### src/rtl/hub75_pkg.sv
// hub75_pkg
// Shared constants for the HUB75 bit-plane fetch stage:
//   DEF_BITDEPTH / PIXBITS / PLANEBITS : default colour depth and derived widths
//   CH_R / CH_G / CH_B                 : channel index inside a packed {R,G,B} pixel
//                                        (bit offset = index * bitdepth)
//   PIX_TOP / PIX_BOT                  : pixel index inside the framebuffer word
//   FIFO_DEPTH                         : skid-buffer depth (3 when HUB75_GAMMA_EN is
//                                        defined, otherwise 2)
//   gamma_curve()                      : gamma table contents used by hub75_gamma_lut
package hub75_pkg;

  localparam int DEF_BITDEPTH = 8;
  localparam int PIXBITS      = 3 * DEF_BITDEPTH;
  localparam int PLANEBITS    = $clog2(DEF_BITDEPTH);

  localparam int CH_R = 2;
  localparam int CH_G = 1;
  localparam int CH_B = 0;

  localparam int PIX_TOP = 0;
  localparam int PIX_BOT = 1;

`ifdef HUB75_GAMMA_EN
  localparam int FIFO_DEPTH = 3;
`else
  localparam int FIFO_DEPTH = 2;
`endif

  // Square-law curve (gamma 2.0), normalised so 0xFF maps to 0xFF.
  function automatic logic [7:0] gamma_curve(input logic [7:0] x);
    logic [15:0] sq;
    sq = {8'd0, x} * {8'd0, x};
    return 8'(sq / 16'd255);
  endfunction

endpackage

### src/rtl/hub75_gamma_lut.sv
// hub75_gamma_lut
// Registered 8-bit gamma ROM; output is valid one clock after the input.
// Only built when HUB75_GAMMA_EN is defined (the linear build has no use for it).
// Ports:
//   clk     : system clock
//   lut_in  : linear 8-bit channel value
//   lut_out : gamma-corrected value, registered
`ifdef HUB75_GAMMA_EN
module hub75_gamma_lut
  import hub75_pkg::*;
(
  input  logic       clk,
  input  logic [7:0] lut_in,
  output logic [7:0] lut_out
);

  logic [7:0] lut_q;
  logic [7:0] lut_d;

  always_comb lut_d = gamma_curve(lut_in);

  // Pure data path: no reset, consumers qualify it with their own valid.
  always_ff @(posedge clk) lut_q <= lut_d;

  assign lut_out = lut_q;

endmodule
`endif

### src/rtl/hub75_bcm_fetch.sv
// hub75_bcm_fetch
// Pixel-fetch / bit-plane stage between the HUB75 scan driver and output stage.
// A request (row, col, plane) reads the top/bottom pixel pair from a synchronous
// framebuffer, the requested plane bit of each colour is sliced out and queued
// in a small skid FIFO whose head drives rgb1/rgb2.
// Optional macro HUB75_GAMMA_EN: channels pass through a registered gamma LUT,
// adding one pipeline stage and one FIFO entry.
// Ports:
//   clk, reset (async, active low)
//   req_valid/req_ready, req_row, req_col, req_plane : request handshake
//   fb_rd_en, fb_addr, fb_rdata                      : framebuffer read port
//   out_valid/out_ready, rgb1 (top), rgb2 (bottom)   : output handshake
module hub75_bcm_fetch
  import hub75_pkg::*;
#(
  parameter int ROWBITS  = 5,
  parameter int COLBITS  = 6,
  parameter int BITDEPTH = DEF_BITDEPTH
) (
  input  logic                        clk,
  input  logic                        reset,
  input  logic                        req_valid,
  output logic                        req_ready,
  input  logic [ROWBITS-1:0]          req_row,
  input  logic [COLBITS-1:0]          req_col,
  input  logic [$clog2(BITDEPTH)-1:0] req_plane,
  output logic                        fb_rd_en,
  output logic [ROWBITS+COLBITS-1:0]  fb_addr,
  input  logic [6*BITDEPTH-1:0]       fb_rdata,
  output logic                        out_valid,
  input  logic                        out_ready,
  output logic [2:0]                  rgb1,
  output logic [2:0]                  rgb2
);

  localparam int PLW  = $clog2(BITDEPTH);
  localparam int PIXW = 3 * BITDEPTH;
  localparam int PTRW = $clog2(FIFO_DEPTH);
  localparam int CNTW = $clog2(FIFO_DEPTH + 1);
  localparam logic [PLW-1:0] PLANE_MAX = PLW'(BITDEPTH - 1);

  logic              rdy_en_q, rdy_en_d;
  logic              s1_valid_q, s1_valid_d;
  logic [PLW-1:0]    s1_plane_q, s1_plane_d;
  logic [PLW-1:0]    plane_clamped;
  logic [2:0]        used;
  logic              slice_valid;
  logic [PLW-1:0]    slice_plane;
  logic [2*PIXW-1:0] slice_pix;
  logic [5:0]        slice_rgb;
  logic [5:0]        mem_q [FIFO_DEPTH];
  logic [5:0]        mem_d [FIFO_DEPTH];
  logic [PTRW-1:0]   wr_ptr_q, wr_ptr_d;
  logic [PTRW-1:0]   rd_ptr_q, rd_ptr_d;
  logic [CNTW-1:0]   count_q, count_d;
  logic [5:0]        hold_q, hold_d;
  logic              push, pop;

  // Clamp only matters when the plane field can encode more than BITDEPTH values.
  if ((1 << PLW) > BITDEPTH) begin : g_clamp
    assign plane_clamped = (req_plane > PLANE_MAX) ? PLANE_MAX : req_plane;
  end else begin : g_noclamp
    assign plane_clamped = req_plane;
  end

`ifdef HUB75_GAMMA_EN
  logic              s2_valid_q, s2_valid_d;
  logic [PLW-1:0]    s2_plane_q, s2_plane_d;
  logic [2*PIXW-1:0] lut_pix;

  for (genvar k = 0; k < 6; k++) begin : g_lut
    hub75_gamma_lut u_lut (
      .clk     (clk),
      .lut_in  (fb_rdata[8*k +: 8]),
      .lut_out (lut_pix[8*k +: 8])
    );
  end

  always_comb begin
    s2_valid_d = s1_valid_q;
    s2_plane_d = s1_valid_q ? s1_plane_q : s2_plane_q;
  end

  always_ff @(posedge clk or negedge reset) begin
    if (!reset) begin
      s2_valid_q <= 1'b0;
      s2_plane_q <= '0;
    end else begin
      s2_valid_q <= s2_valid_d;
      s2_plane_q <= s2_plane_d;
    end
  end

  assign slice_valid = s2_valid_q;
  assign slice_plane = s2_plane_q;
  assign slice_pix   = lut_pix;
`else
  assign slice_valid = s1_valid_q;
  assign slice_plane = s1_plane_q;
  assign slice_pix   = fb_rdata;
`endif

  // Credit: every accepted read is guaranteed a FIFO slot because the RAM
  // pipeline cannot stall. Built from registers only, so out_ready never
  // reaches req_ready combinationally; the price is that a full pipeline
  // waits one cycle for a pop to be reflected in the count.
  always_comb begin
    used = 3'(count_q) + 3'(s1_valid_q);
`ifdef HUB75_GAMMA_EN
    used = used + 3'(s2_valid_q);
`endif
    req_ready = rdy_en_q && (used < 3'(FIFO_DEPTH));
  end

  assign fb_rd_en = req_valid && req_ready;
  assign fb_addr  = {req_row, req_col};

  always_comb begin
    rdy_en_d   = 1'b1;
    s1_valid_d = fb_rd_en;
    s1_plane_d = fb_rd_en ? plane_clamped : s1_plane_q;
  end

  function automatic logic [2:0] plane_bits(input logic [PIXW-1:0] pix,
                                            input logic [PLW-1:0]  p);
    logic [BITDEPTH-1:0] r, g, b;
    r = pix[CH_R*BITDEPTH +: BITDEPTH];
    g = pix[CH_G*BITDEPTH +: BITDEPTH];
    b = pix[CH_B*BITDEPTH +: BITDEPTH];
    return {r[p], g[p], b[p]};
  endfunction

  function automatic logic [PTRW-1:0] ptr_next(input logic [PTRW-1:0] p);
    return (p == PTRW'(FIFO_DEPTH - 1)) ? '0 : p + PTRW'(1);
  endfunction

  always_comb begin
    slice_rgb[2:0] = plane_bits(slice_pix[PIX_TOP*PIXW +: PIXW], slice_plane);
    slice_rgb[5:3] = plane_bits(slice_pix[PIX_BOT*PIXW +: PIXW], slice_plane);
  end

  // Skid FIFO; hold_q keeps the last popped pair so rgb is stable when empty.
  always_comb begin
    push     = slice_valid;
    pop      = out_valid && out_ready;
    mem_d    = mem_q;
    wr_ptr_d = wr_ptr_q;
    rd_ptr_d = rd_ptr_q;
    hold_d   = hold_q;
    if (push) begin
      mem_d[wr_ptr_q] = slice_rgb;
      wr_ptr_d        = ptr_next(wr_ptr_q);
    end
    if (pop) begin
      hold_d   = mem_q[rd_ptr_q];
      rd_ptr_d = ptr_next(rd_ptr_q);
    end
    count_d = count_q + CNTW'(push) - CNTW'(pop);
  end

  assign out_valid = (count_q != '0);
  assign rgb1      = out_valid ? mem_q[rd_ptr_q][2:0] : hold_q[2:0];
  assign rgb2      = out_valid ? mem_q[rd_ptr_q][5:3] : hold_q[5:3];

  always_ff @(posedge clk or negedge reset) begin
    if (!reset) begin
      rdy_en_q   <= 1'b0;
      s1_valid_q <= 1'b0;
      s1_plane_q <= '0;
      wr_ptr_q   <= '0;
      rd_ptr_q   <= '0;
      count_q    <= '0;
      hold_q     <= '0;
      for (int i = 0; i < FIFO_DEPTH; i++) mem_q[i] <= '0;
    end else begin
      rdy_en_q   <= rdy_en_d;
      s1_valid_q <= s1_valid_d;
      s1_plane_q <= s1_plane_d;
      wr_ptr_q   <= wr_ptr_d;
      rd_ptr_q   <= rd_ptr_d;
      count_q    <= count_d;
      hold_q     <= hold_d;
      mem_q      <= mem_d;
    end
  end

endmodule

### config.mk
export PLATFORM = sky130hd
export DESIGN_NAME = hub75_bcm_fetch
export DESIGN_NICKNAME = d
export VERILOG_FILES = /design/src/rtl/hub75_pkg.sv /design/src/rtl/hub75_gamma_lut.sv /design/src/rtl/hub75_bcm_fetch.sv
export SDC_FILE = /design/constraint.sdc
export NUM_CORES = 1
export LEC_CHECK = 0
export CAP_MARGIN = 5
export CORE_MARGIN = 2
export CORE_UTILIZATION = 43
export DETAILED_ROUTE_END_ITERATION = 7
export GPL_ROUTABILITY_DRIVEN = 1
export HOLD_SLACK_MARGIN = 0.08
export MAX_ROUTING_LAYER = met4
export PLACE_DENSITY = 0.91
export SETUP_SLACK_MARGIN = 0.1
export SYNTH_ARGS = -nofsm -noshare
export SYNTH_HDL_FRONTEND = slang
export SYNTH_SLANG_ARGS = --single-unit
### constraint.sdc
create_clock -name clk -period 5.2 [get_ports clk]
set_clock_uncertainty 0.2 [all_clocks]
set_input_delay 1.56 -clock clk [delete_from_list [all_inputs] [get_ports clk]]
set_output_delay 1.56 -clock clk [all_outputs]
set_load 0.01 [all_outputs]
==> flow_summary.ini <==
[run_status]
status = finished, final reports clean

[final_layout]
num-fill-cells = 323
final_nets = 283
n_antenna_cell = 0
area_growth_pct = 37.5
instances_no_fill = 262
drive_above_1_share = 0.117
postLayoutCellArea_sq_mm = 0.00229
fin_util = 0.622

[clock_network]
numCtsBuffers = 3
cts_sinks = 27
clk_path_buf_depth = 2
cts_setup_buffers = 0
cts_tree = built
cts_root_buffer = clkbuf_8
htree_levels = 1
cts.clk_slew.worst_paths_ps = 90
cts_hold_buf = 0
clock_latency_ps = 270
ctsResizeCount = 0

[logic_synthesis]
synth_area_leader_cell = dfrtp_1
syn_avg_cell_area_sq_um = 10.4
synth_cells = 161
synth_fp_nets = 229
yosys.area_share.simple = 0.0757
synth-compound-area-share = 0.168
yosysWarnings = 0
ys.flop_type = dfrtp_1
netlist.area_leader.share = 0.405
synth_area_leaders = dfrtp_1, mux2i_1, mux2_2, o31ai_1, buf_4
yosysSeqAreaShare = 0.405
synth_mux_area_frac = 0.209
synth_top_family_by_area = multiplexers
synth_area_sq_mm = 0.00167
synth.most_common_cell = dfrtp_1
synthTopCellsByCount = dfrtp_1, nand2_1, mux2i_1
synth-seq-cells = 27
synth-xor-area-share = 0.0210
synth-edff-count = 0
synth-async-reset-ratio = 1.00
ys_types = 26
synth_fa_ha_area_frac = 0.0150

[timing]
slew_headroom = 0.284
hold_ws_ps = 284
fin_tns_setup_ps = 0
slew_violations = 0
tightest_slew_ps = 1070
fin_crit_ps = 4720
period_share = 0.908
rsz0062_at_grt = false
hold_viol_final = 0
fmax_mhz = 212
setup_viol = 0
fin_ws_ps = 481

[routing]
wirelength_mm = 3.71
wl_per_cell_microns = 14.2
drc = 0
drt-pass1-iter-count = 4
vias_per_cell = 5.28
vias = 1384
drtIter0Drc = 48
ant_nets = 0

[min_path]
min_path_type = flop to flop

[setup_path]
crit_type = primary input to primary output
critical_path_peak_fanout = 2
critPathLaunchType = primary input
cp_data_arrival_time_ps = 2960
end_kind = primary output
critPathRequiredTime_ps = 3440

[floorplan]
die_area_sq_mm = 0.00440
core_sq_mm = 0.00369
initial_utilization = 0.453
die_x_microns = 66.3
floorplan.rows = 22
io_pins = 86
die_y_microns = 66.3

[job]
cap_violations = 0

[power_and_ir_drop]
ir_drop_v = 0.000268
powerDensity_mw_per_mm2 = 508
finalPower_mw = 1.17
leakage_nw = 0.989

[grt]
gr-total-overflow = 0
grt_pass1_wl_mm = 5.82
track_usage = 0.178
antenna_found_initial = 0
grt_max_degree = 28
grt_pass1_vias = 1335

[place]
portBuffers = 63
gp_congestion = 0.713
place_inst = 257
place_area_sq_mm = 0.00223
dp_hpwl_mm = 2.99
pre_cts_slack_ps = 474
-- logic make-up (layout without fill, tap and decap cells) --
logic type / Yosys count / in the layout
mux: 33 / 33
buf+inv: 24 / 77
simple gates: 31 / 31
other cells: 1 / 1
xor+xnor: 4 / 4
fa+ha+maj: 2 / 2
compound gates: 39 / 39
flops: 27 / 27
-- sequential cells by signal (all words and copies together), names as in the netlist --
register / flops
count_q: 2
hold_q: 6
mem_q: 12
push: 1
rd_ptr_q: 1
rdy_en_q: 1
s1_plane_q: 3
wr_ptr_q: 1
-- cell usage in the layout, fill, tap and decap left out, types with 2 or more instances in the layout --
master,instances
nand2_1,20
o22ai_1,6
mux2i_1,18
nor2_1,7
clkdlybuf4s50_1,63
a21oi_1,6
ha_1,2
mux2_2,15
o21ai_0,7
inv_1,5
buf_4,4
xnor2_1,3
o31ai_1,12
a22o_1,6
clkbuf_8,3
dfrtp_1,27
nand2b_1,2
-- where the power goes --
group	leakage (nW)	switching (mW)	internal, mW
Clock	0.0228	0.0623	0.0549
Sequential	0.325	0.121	0.311
Combinational	0.642	0.269	0.348
Total	0.989	0.453	0.714
-- layer usage --
metal / up-vias / part of all wire / track usage / wire length (microns)
met3: 3 / 0.061 / 0.0392 / 226
met1: 660 / 0.40 / 0.219 / 1470
met5: - / 0 / - / 0
met4: 0 / 0.0032 / 0.0204 / 12
met2: 53 / 0.54 / 0.309 / 2000
li1: 668 / - / - / -
-- worst max-delay path, cell delays in order --
cell	delay (ps)
clkdlybuf4s50_1	460
inv_1	60
a2111oi_4	280
clkdlybuf4s50_1	600
-- cell type report --
class | count | area [sq um] | area share
clock buffer | 4 | 45.0 | 0.0196
inverter | 5 | 18.8 | 0.00818
multi-input combinational | 110 | 820 | 0.357
sequential | 27 | 676 | 0.294
tap | 48 | 60.1 | 0.0262
timing repair buffer | 68 | 676 | 0.294
-- path summary, 6_finish.rpt --
path | from | endpoint | slack [ps] | cells past startpoint
min reg2reg | mem_q[8] | mem_q[8] | 280 | 2
max in group asynchronous | reset | s1_plane_q[0] | 2770 | 3
min in group asynchronous | reset | hold_q[2] | 1430 | 1
max reg2reg | s1_plane_q[0] | mem_q[11] | 3020 | 3
max | req_valid | fb_rd_en | 480 | 4
min | mem_q[8] | mem_q[8] | 280 | 2
(Power assumes the default switching activity.)
